`src/rtl/jtag_emu_shifter_if.sv`:
```
// rtl/jtag_emu_shifter_if.sv - command/response bundle for the JTAG emulation shifter
//
// Purpose: groups the command and response handshakes of jtag_emu_shifter.
// Signals:
//   cmd_valid/cmd_ready   command handshake (accepted when both high)
//   cmd_trst              1 = TAP reset pulse, 0 = shift
//   cmd_len               shift length in bits (values above 32 clamp to 32)
//   cmd_tms/cmd_tdi       per-bit TMS/TDI values, bit i used in TCK cycle i
//   rsp_valid/rsp_ready   response handshake
//   rsp_data              captured TDO bits
// Modports: master = command issuer / response consumer, slave = shifter.

interface jtag_emu_shifter_if;
  logic        cmd_valid;
  logic        cmd_ready;
  logic        cmd_trst;
  logic [5:0]  cmd_len;
  logic [31:0] cmd_tms;
  logic [31:0] cmd_tdi;
  logic        rsp_valid;
  logic        rsp_ready;
  logic [31:0] rsp_data;

  modport master (
    output cmd_valid, cmd_trst, cmd_len, cmd_tms, cmd_tdi, rsp_ready,
    input  cmd_ready, rsp_valid, rsp_data
  );

  modport slave (
    input  cmd_valid, cmd_trst, cmd_len, cmd_tms, cmd_tdi, rsp_ready,
    output cmd_ready, rsp_valid, rsp_data
  );
endinterface

```
`src/rtl/jtag_emu_shifter.sv`:
```
// rtl/jtag_emu_shifter.sv - JTAG bit shifter driving a core TAP from single commands
//
// Purpose: accepts one command at a time; either shifts up to 32 TMS/TDI bits
// out on a divided TCK while capturing TDO, or pulses TRST. Returns one
// response per command.
// Parameters:
//   CLK_DIV  TCK half-period in clk cycles (1..255)
// Ports:
//   clk      single clock, rising edge
//   rst      synchronous active-high reset
//   bus      jtag_emu_shifter_if.slave (command in, response out)
//   tck_o, tms_o, tdi_o, trstn_o   JTAG pins toward the core TAP
//   tdo_i    TDO from the core TAP
//   busy_o   high whenever not IDLE

module jtag_emu_shifter #(
  parameter int CLK_DIV = 4
) (
  input  logic               clk,
  input  logic               rst,
  jtag_emu_shifter_if.slave  bus,
  output logic               tck_o,
  output logic               tms_o,
  output logic               tdi_o,
  output logic               trstn_o,
  input  logic               tdo_i,
  output logic               busy_o
);

  localparam logic [2:0] ST_IDLE = 3'd0;
  localparam logic [2:0] ST_LOW  = 3'd1;
  localparam logic [2:0] ST_HIGH = 3'd2;
  localparam logic [2:0] ST_TRST = 3'd3;
  localparam logic [2:0] ST_RESP = 3'd4;

  localparam logic [7:0] HALF_RELOAD = 8'(CLK_DIV - 1);

  logic [2:0]  state;
  logic [7:0]  half_cnt;
  logic [5:0]  bit_idx;
  logic [5:0]  bit_len;
  logic [31:0] tms_q;
  logic [31:0] tdi_q;
  logic [31:0] rsp_q;
  logic [5:0]  eff_len;

  always_comb begin
    eff_len = (bus.cmd_len > 6'd32) ? 6'd32 : bus.cmd_len;
  end

  always_ff @(posedge clk) begin
    if (rst) begin
      state    <= ST_IDLE;
      half_cnt <= 8'd0;
      bit_idx  <= 6'd0;
      bit_len  <= 6'd0;
      tms_q    <= 32'd0;
      tdi_q    <= 32'd0;
      rsp_q    <= 32'd0;
    end else begin
      case (state)
        ST_IDLE: begin
          // cmd_ready is high in IDLE, so cmd_valid alone completes the handshake
          if (bus.cmd_valid) begin
            half_cnt <= HALF_RELOAD;
            bit_idx  <= 6'd0;
            rsp_q    <= 32'd0;
            tms_q    <= bus.cmd_tms;
            tdi_q    <= bus.cmd_tdi;
            bit_len  <= eff_len;
            if (bus.cmd_trst) begin
              state <= ST_TRST;
            end else if (eff_len == 6'd0) begin
              state <= ST_RESP;
            end else begin
              state <= ST_LOW;
            end
          end
        end

        ST_LOW: begin
          if (half_cnt == 8'd0) begin
            // this edge raises tck_o, so it is also the TDO capture edge
            state                <= ST_HIGH;
            half_cnt             <= HALF_RELOAD;
            rsp_q[bit_idx[4:0]]  <= tdo_i;
          end else begin
            half_cnt <= half_cnt - 8'd1;
          end
        end

        ST_HIGH: begin
          if (half_cnt == 8'd0) begin
            half_cnt <= HALF_RELOAD;
            if ((bit_idx + 6'd1) < bit_len) begin
              bit_idx <= bit_idx + 6'd1;
              state   <= ST_LOW;
            end else begin
              state <= ST_RESP;
            end
          end else begin
            half_cnt <= half_cnt - 8'd1;
          end
        end

        ST_TRST: begin
          // two half-periods; bit_idx serves as the phase so the 8-bit
          // counter never has to hold 2*CLK_DIV
          if (half_cnt == 8'd0) begin
            half_cnt <= HALF_RELOAD;
            if (bit_idx == 6'd0) begin
              bit_idx <= 6'd1;
            end else begin
              state <= ST_RESP;
            end
          end else begin
            half_cnt <= half_cnt - 8'd1;
          end
        end

        ST_RESP: begin
          if (bus.rsp_ready) begin
            state    <= ST_IDLE;
            half_cnt <= HALF_RELOAD;
          end
        end

        default: begin
          state <= ST_IDLE;
        end
      endcase
    end
  end

  logic shifting;

  always_comb begin
    shifting      = (state == ST_LOW) || (state == ST_HIGH);
    tck_o         = (state == ST_HIGH);
    // TMS parks at 1 outside a shift (TRST also drives 1)
    tms_o         = shifting ? tms_q[bit_idx[4:0]] : 1'b1;
    tdi_o         = shifting ? tdi_q[bit_idx[4:0]] : 1'b0;
    trstn_o       = (state != ST_TRST);
    busy_o        = (state != ST_IDLE);
    bus.cmd_ready = (state == ST_IDLE);
    bus.rsp_valid = (state == ST_RESP);
    bus.rsp_data  = rsp_q;
  end

endmodule

```
`src/flat_wrapper.sv`:
```
// flat-port wrapper written by rule: the top's interface ports become plain ports
module jtag_emu_shifter_flat 
#(
  parameter int CLK_DIV = 4
)
  (clk, rst, tck_o, tms_o, tdi_o, trstn_o, tdo_i, busy_o, bus_cmd_valid, bus_cmd_trst, bus_cmd_len, bus_cmd_tms, bus_cmd_tdi, bus_rsp_ready, bus_cmd_ready, bus_rsp_valid, bus_rsp_data);
  jtag_emu_shifter_if bus_i ();
  input  logic clk;
  input  logic rst;
  output logic tck_o;
  output logic tms_o;
  output logic tdi_o;
  output logic trstn_o;
  input  logic tdo_i;
  output logic busy_o;
  input wire logic [$bits(bus_i.cmd_valid)-1:0] bus_cmd_valid;
  input wire logic [$bits(bus_i.cmd_trst)-1:0] bus_cmd_trst;
  input wire logic [$bits(bus_i.cmd_len)-1:0] bus_cmd_len;
  input wire logic [$bits(bus_i.cmd_tms)-1:0] bus_cmd_tms;
  input wire logic [$bits(bus_i.cmd_tdi)-1:0] bus_cmd_tdi;
  input wire logic [$bits(bus_i.rsp_ready)-1:0] bus_rsp_ready;
  output wire logic [$bits(bus_i.cmd_ready)-1:0] bus_cmd_ready;
  output wire logic [$bits(bus_i.rsp_valid)-1:0] bus_rsp_valid;
  output wire logic [$bits(bus_i.rsp_data)-1:0] bus_rsp_data;
  assign bus_i.cmd_valid = bus_cmd_valid;
  assign bus_i.cmd_trst = bus_cmd_trst;
  assign bus_i.cmd_len = bus_cmd_len;
  assign bus_i.cmd_tms = bus_cmd_tms;
  assign bus_i.cmd_tdi = bus_cmd_tdi;
  assign bus_i.rsp_ready = bus_rsp_ready;
  assign bus_cmd_ready = bus_i.cmd_ready;
  assign bus_rsp_valid = bus_i.rsp_valid;
  assign bus_rsp_data = bus_i.rsp_data;
  jtag_emu_shifter #(.CLK_DIV(CLK_DIV)) u_core (.clk(clk), .rst(rst), .bus(bus_i), .tck_o(tck_o), .tms_o(tms_o), .tdi_o(tdi_o), .trstn_o(trstn_o), .tdo_i(tdo_i), .busy_o(busy_o));
endmodule
```
`config.mk`:
```
export PLATFORM = sky130hd
export DESIGN_NAME = jtag_emu_shifter_flat
export DESIGN_NICKNAME = d
export VERILOG_FILES = /design/src/rtl/jtag_emu_shifter_if.sv /design/src/rtl/jtag_emu_shifter.sv /design/src/flat_wrapper.sv
export SDC_FILE = /design/constraint.sdc
export NUM_CORES = 1
export LEC_CHECK = 0
export ABC_AREA = 1
export CORE_MARGIN = 8
export CORE_UTILIZATION = 55
export CTS_BUF_LIST = sky130_fd_sc_hd__clkbuf_16
export CTS_CLUSTER_DIAMETER = 200
export DETAILED_ROUTE_END_ITERATION = 10
export PLACE_DENSITY = 0.91
export SLEW_MARGIN = 20
export SYNTH_ARGS = -nofsm -noshare
export SYNTH_HDL_FRONTEND = slang
export SYNTH_SLANG_ARGS = --single-unit
```
`constraint.sdc`:
```
create_clock -name clk -period 6.8 [get_ports clk]
set_input_delay 0.68 -clock clk [delete_from_list [all_inputs] [get_ports clk]]
set_output_delay 0.68 -clock clk [all_outputs]
set_load 0.05 [all_outputs]
```
# Word-level counts from Yosys, hierarchy flattened
# Index checks and enable logic that the tools add are counted.
[op_classes] shifts=0 muxes=33 div=0 reduce_logical=16 order_cmp=4 addsub=2 multipliers=0 bitwise_logic=0 eq_ne=13
[ops] cell="$mux 32" count=2
[ops] cell="$pmux 32 s2" count=1
[ops] cell="$mux 6" count=6
[ops] cell="$bwmux 32" count=1
[ops] cell="$mux 3" count=9
[ops] cell="$mux 8" count=3
[ops] cell="$pmux 8 s3" count=1
[ops] cell="$pmux 6 s3" count=1
[ops] cell="$pmux 3 s5" count=1
[ops] cell="$logic_not 6->1" count=2
[ops] cell="$reduce_and 6->1" count=2
[ops] cell="$bmux 1 s5" count=2
[ops] cell="$ne 2x1->1 const B" count=5
[ops] cell="$reduce_bool 3->1" count=3
[ops] cell="$logic_not 8->1" count=1
[ops] cell="$sub 8x1->8 const B" count=1
[ops] cell="$add 6x1->6 const B" count=1
[ops] cell="$eq 3x2->1 const B" count=2
[ops] cell="$gt 6x6->1 const B" count=1
[ops] cell="$lt 5x6->1 const B" count=1
[ops] cell="$lt 6x6->1" count=1
[ops] cell="$ne 2x2->1 const B" count=3
[ops] cell="$reduce_and 3->1" count=2
[ops] cell="$demux 1 s5" count=1
[ops] cell="11 further kinds" count=15
[totals] register_bits=119 mem_bits_rw=0 out_inout_bits=39 romBits=0 n_memories=0 latch_bits=0 wordCells=75 input_bits=76

# Longest topological paths before layout
# Gate-level depths: netlist of run 1.
[depth] word_depth=7 mapped_depth=16 mapped_depth_nobuf=15

# Worst setup path before layout of run 1
# OpenSTA, ideal clock, no wires.
[synth_timing] kind="register -> output" from="register u_core.bit_idx[1]" to="output tdi_o" path_buffers=2 path_stages_with_launch=9 arrival_time_ns=2.198 setup_slack_ns=3.922 required_time_ns=6.120 cell_sequence="dfxtp_1 clkbuf_1 buf_2 o211ai_1 nand2_1 nand2_1 nand2_1 nor2_1 a21boi_0"
[synth_between] elab_chain_len=3
[synth_rtl] item="from (decl)" line="jtag_emu_shifter.sv:40" rtl="logic [5:0] bit_idx;"
[synth_rtl] item="from (signal assigned)" line="jtag_emu_shifter.sv:96" rtl="bit_idx <= bit_idx + 6'd1;"
[synth_rtl] item="$bmux 1 s5" line="jtag_emu_shifter.sv:142" rtl="tdi_o = shifting ? tdi_q[bit_idx[4:0]] : 1'b0;"
[synth_rtl] item="$mux 1 (implied by the code)" line="jtag_emu_shifter.sv:142"
[synth_rtl] item="$mux 1" line="jtag_emu_shifter.sv:142"
[synth_rtl] item="to (decl)" line="flat_wrapper.sv:12" rtl="output logic tdi_o;"
# Every way passes these cells. The select of a mux whose other input is x is not followed.

# Worst setup path after layout of run 1
[layout_timing] from="register u_core.bit_idx[0]" to="output tdi_o"
# Same word-level chain as after synthesis.

==> run_results.csv, run 1 <==
group,metric,value,unit
global_routing,grt_pass1_vias,6059,
finish,multi_input_area,3130,um^2
timing,hold_viol,0,
yosys,synthArstFlopShare,0,%
yosys,yosysWarnings,0,
yosys,synth.largest_area_cell,"dfxtp_1",
global_routing,grt-ovfl-total,0,
detailed_routing,drc,0,
timing,fin_skew,0.0111,ns
yosys,syn_inst,941,
cts,htree_levels,4,
run,cap_viol_max_count,0,
critical_path,critPathCapture,"tdi_o",
finish,drive_above_1_share,5.10,%
yosys,synth_seq_cells,119,
critical_path,end_kind,"primary output",
yosys,ys_types,33,
cts,cts_resized,0,
floorplan,die_width,121,um
detailed_routing,via_count,6379,
finish,area_delta_synth_final,27.4,%
finish,antennaDiodeCount,0,
global_routing,antenna_found_initial,0,
timing,setup_violations,0,
timing,tns,0,ns
timing,setup_slack,2.36,ns
critical_path,critPathLaunch,"u_core.bit_idx[0]",
finish,nNetsFinal,1113,
hold_path,hp-class,"reg -> reg",
run_status,status,"finished, final reports clean",
timing,slew_headroom,35.2,%
timing,drv_slew,0,
placement,place_worst_setup_slack,2.86,ns
power_and_ir_drop,p_per_area,513,nW/um^2
cts,hold_buffers,0,
cts,clock_tree.root_cell,"clkbuf_16",
global_routing,grt.total_usage,23.3,%
detailed_routing,vias_per_cell,5.41,
floorplan,die_h,121,um
yosys,synth_top_cell_area_share,39.1,%
global_routing,grt_busiest_layer,"met2",
critical_path,critical_path_required,6.12,ns
timing,min_period_over_period,65.3,%
yosys,synthTopCellsByCount,"nand2_1 (220), nor2_1 (196), dfxtp_1 (119)",
yosys,yosysMostFrequentCell,"nand2_1",
placement,dp.cells,1148,
critical_path,worstPathMaxFanout,53,
cts,clk_pin_slew,0.06,ns
yosys,synth-main-ff-cell,"dfxtp_1",
cts,cts-buffers-inserted,17,
yosys,ys_top_cells_by_area,"dfxtp_1 (39%), nand2_1 (14%), nor2_1 (12%), o21ai_0 (8.0%), a21oi_1 (6.2%)",
timing,fin_crit,4.44,ns
hold_path,hp-start,"u_core.tdi_q[29]",
yosys,syn-num-nets,1027,
cts,cts_tree,"yes",
finish,fillers,864,
critical_path,reg2reg_to,"u_core.bit_idx[5]",
yosys,synth_area,6090,um^2
global_routing,grt_max_degree,105,
critical_path,crit-reg2reg-launch,"u_core.bit_idx[0]",
global_routing,use_met2,38.4,%
power_and_ir_drop,leakagePower,3.32,nW
finish,stdcell_count,1180,
cts,clock_latency,0.42,ns
timing,fmax,225,MHz
detailed_routing,ant_nets,0,
cts,cts_buffer_depth,2,
finish,regArea,2380,um^2
detailed_routing,drt-pass1-iter-count,5,
power_and_ir_drop,ir_drop,0.382,mV
critical_path,reg2regPathDepth,12,
timing,rsz0062_at_grt,"no",
timing,finalHoldWorstSlack,0.453,ns
global_routing,use_met3,6.84,%
cts,post_cts_buffers,0,
placement,place_hpwl,11300,um
critical_path,worstPathArrival,3.76,ns
floorplan,die_area,14700,um^2
detailed_routing,wl_per_cell,14.4,um
critical_path,cp-start-kind,"flop",
placement,portBuffers,114,
yosys,synth_edf_count,0,
floorplan,row_count,38,
detailed_routing,postRouteWirelength,17000,um
detailed_routing,drt_iter0_drc,731,
critical_path,path_class,"reg -> out",
floorplan,core,10800,um^2
placement,gp_congestion,0.869,
critical_path,reg2reg_setup_slack,3.38,ns
floorplan,io_pins,115,
cts,clock_sinks,119,
yosys,synth.avg_cell_area,6.47,um^2
global_routing,grt_use_met1,27.6,%
global_routing,grt_pass1_wl,28100,um
timing,tightest_slew,0.970,ns
floorplan,start_util,56.2,%
yosys,ys_seq_area_share,39.1,%
==> through the flow <==
step	util (%)	instance area, um^2	total power, W
2_1_floorplan	-	6090	0.00257
3_3_place_gp	66.2	7180	0.00300
3_5_place_dp	66.2	7180	0.00306
4_1_cts	71.5	7750	0.00396
5_1_grt	71.5	7750	0.00426
6_report	71.5	7750	0.00398
==> where the power goes <==
part	internal, W	switching, W
registers	0.000930	0.000197
logic	0.000640	0.00133
clock network	0.000517	0.000362
total	0.00209	0.00189
==> worst min path at each step <==
stage	to	slack [ns]	cells after the start
3_3_place_gp	u_core.tms_q[11]	0.44	2
6_report	u_core.tdi_q[29]	0.45	2
5_1_grt	u_core.tdi_q[29]	0.47	2
2_1_floorplan	u_core.tdi_q[11]	0.43	2
4_1_cts	u_core.tdi_q[29]	0.45	2
3_5_place_dp	u_core.tdi_q[29]	0.45	2
==> layout by cell type, fill, tap and decap left out, types with 3 or more instances in the layout <==
cell type / n
nand2_1: 220
nor2_1: 196
dfxtp_1: 118
clkdlybuf4s50_1: 114
o21ai_0: 97
inv_1: 81
a21oi_1: 76
nand3_1: 30
o211ai_1: 26
clkbuf_16: 17
ha_1: 10
inv_6: 7
inv_2: 4
nor3_1: 4
nand4_1: 4
nand2_2: 3
inv_8: 3
buf_4: 3
==> sequential cells by signal, summed over array words and instances, names as in the netlist <==
name / flops
u_core.bus.rsp_data: 32
u_core.state: 3
u_core.tms_q: 32
u_core.half_cnt: 8
u_core.bit_idx: 6
u_core.bit_len: 6
u_core.tdi_q: 32
==> final cells by class <==
| class | instances | share of cell area (%) |
|---|---|---|
| timing repair buffer | 117 | 15.0 |
| clock buffer | 17 | 5.49 |
| sequential | 119 | 30.7 |
| inverter | 86 | 4.16 |
| multi-input combinational | 686 | 40.4 |
| tap | 140 | 2.26 |
| clock inverter | 15 | 1.98 |
==> worst max-delay path: stages (launching register included) <==
cell and delay, ns:
dfxtp_2 0.90, clkinv_1 0.77, nand2_1 0.22, nand3_1 0.08, o21ai_0 0.08, nand2_1 0.06
nand2_1 0.09, nor2_1 0.03, a21boi_0 0.24, clkdlybuf4s50_1 0.85
==> per-layer routing <==
metal / vias up / part of all wire [%]
li1: 3184 / -
met1: 2863 / 41
met2: 276 / 47
met3: 56 / 8.5
met4: 0 / 3.1
met5: - / 0
==> cell families after synthesis <==
logic type / share of synthesized area (%)
and+or+nand+nor: 30.3
AOI/OAI and AO/OA: 18.8
buffers and inverters: 9.43
DFF: 39.1
adders and majority gates: 2.06
xor gates and xnor gates: 0.288
Note: power is estimated with default switching activity, not from simulation.
==> run 2, diff against run 1 <==
Settings changed: CORE_UTILIZATION 55 to 47, PLACE_DENSITY 0.91 to 0.83.
Clock period 6.8 ns to 3.6 ns, I/O delays scaled along.
==> run_results.csv, run 2 (synthesized netlist as in run 1, its figures left out) <==
group,metric,value,unit
cts,cts_resized,0,
global_routing,grt-ovfl-total,0,
critical_path,critPathBufInv,2,
timing,tns,0,ns
placement,portBuffers,114,
cts,clock_tree.root_cell,"clkbuf_16",
critical_path,cpMostUsedCell,"nand2_1",
timing,rsz0062_at_grt,"no",
timing,fmax,302,MHz
timing,hold_viol,0,
timing,setup_violations,0,
timing,fin_skew,0.00507,ns
global_routing,grt.total_usage,20.1,%
power_and_ir_drop,p_sw,0.00345,W
finish,nNetsFinal,1120,
finish,fin_util,62.5,%
power_and_ir_drop,leakagePower,3.37,nW
cts,cts-buffers-inserted,17,
finish,final_common_cell,"nand2_1",
cts,hold_buffers,0,
cts,post_cts_buffers,0,
critical_path,worstPathArrival,2.95,ns
critical_path,critical_path_required,3.24,ns
power_and_ir_drop,netSwitchingFraction,46.1,%
floorplan,die_area,16800,um^2
detailed_routing,drc,0,
power_and_ir_drop,pwr-share-seq,27.1,%
floorplan,start_util,48.2,%
power_and_ir_drop,ir_drop,0.721,mV
global_routing,antenna_found_initial,0,
cts,clk_pin_slew,0.05,ns
cts,clock_latency,0.42,ns
timing,min_period_over_period,92.0,%
floorplan,core,12600,um^2
finish,multi_input_area,3130,um^2
timing,drv_slew,0,
placement,place_hpwl,11600,um
critical_path,cp-start-kind,"flop",
cts,cts_buffer_depth,2,
timing,fin_crit,3.31,ns
critical_path,max_stage_delay,0.72,ns
global_routing,grt_max_degree,73,
finish,fillers,1158,
critical_path,path_cells,"clkinv_1, nand2_1, nand3_1, o21ai_0, nand2_1, nand2_1, nor2_1, a21boi_0, buf_12",
run,cap_viol_max_count,0,
finish,area_delta_synth_final,29.6,%
cts,htree_levels,4,
detailed_routing,via_count,6284,
detailed_routing,postRouteWirelength,16700,um
floorplan,io_pins,115,
detailed_routing,drt-pass1-iter-count,6,
critical_path,end_kind,"primary output",
floorplan,die_h,130,um
finish,antennaDiodeCount,0,
power_and_ir_drop,intPower,0.00403,W
power_and_ir_drop,p_per_area,949,nW/um^2
timing,slew_headroom,57.6,%
critical_path,path_class,"reg -> out",
timing,tightest_slew,0.633,ns
critical_path,critPathSlowestCell,"dfxtp_1",
power_and_ir_drop,clkPwrFrac,21.7,%
detailed_routing,ant_nets,0,
run_status,status,"finished, final reports clean",
placement,place_worst_setup_slack,0.559,ns
power_and_ir_drop,p_comb_share,51.2,%
detailed_routing,wl_per_cell,13.7,um
placement,gp_congestion,0.831,
detailed_routing,vias_per_cell,5.16,
floorplan,die_width,130,um
finish,final_cell_mix,"nand2_1 (220), nor2_1 (196), dfxtp_1 (119)",
timing,setup_slack,0.289,ns
detailed_routing,drt_iter0_drc,592,
critical_path,worstPathMaxFanout,22,
cts,cts_tree,"yes",
floorplan,row_count,41,
critical_path,cp_top_family,"buffers and inverters",
global_routing,grt_pass1_wl,27100,um
finish,regArea,2380,um^2
finish,drive_above_1_share,5.44,%
hold_path,hp-class,"reg -> reg",
cts,clock_sinks,119,
global_routing,grt_pass1_vias,5714,
==> run 2: path summary, 6_finish.rpt <==
kind,from,to,slack (ns),cells after the start
max reg2reg,u_core.bit_idx[0],u_core.bit_idx[3],0.49,12
min reg2reg,u_core.tms_q[29],u_core.tms_q[29],0.45,2
min,u_core.tms_q[29],u_core.tms_q[29],0.45,2
max,u_core.bit_idx[0],tdi_o,0.29,9
==> run 2: through the flow <==
stage	instances	hold slack, ns	instance area [um^2]	total power (W)
after detailed placement	1187	0.446	7320	0.00585
after CTS	1219	0.454	7890	0.00749
after floorplan	941	0.429	6090	0.00485
after global routing	1219	0.474	7890	0.00802
after global placement	1187	0.438	7320	0.00578
final	1219	0.454	7890	0.00749
==> run 2: power by group through the flow <==
stage / logic (W) / registers [W] / clock network, W
after global placement: 0.00374 / 0.00204 / 0
after global routing: 0.00425 / 0.00208 / 0.00169
after floorplan: 0.00242 / 0.00243 / 0
after CTS: 0.00383 / 0.00203 / 0.00163
after detailed placement: 0.00380 / 0.00205 / 0
final: 0.00383 / 0.00203 / 0.00162
==> run 2: per-layer routing <==
layer  global-route usage, %  vias to the layer above  part of all wire, %
li1                        -                     3197                    -
met1                    25.3                     2872                   45
met2                    32.8                      194                   47
met3                    4.49                       21                  5.9
met4                    8.06                        0                  1.7
met5                       0                        -                    0
==> run 2: worst register-to-register path, cell delays in order, from the launching register on <==
cell      delay (ns)
dfxtp_1         0.72
clkinv_1        0.71
ha_1            0.54
ha_1            0.28
nand2_1         0.07
nand2_1         0.06
nand2_1         0.08
nand2_1         0.07
nand2_2         0.15
nand3_2         0.16
nand2_1         0.09
nand2_1         0.04
nor2_1          0.08
==> run 2: layout make-up <==
type | count | area share (%)
Clock inverter | 15 | 1.78
Inverter | 86 | 4.09
Timing Repair Buffer | 124 | 16.1
Clock buffer | 17 | 5.39
Sequential cell | 119 | 30.2
Tap cell | 172 | 2.73
Multi-Input combinational cell | 686 | 39.7
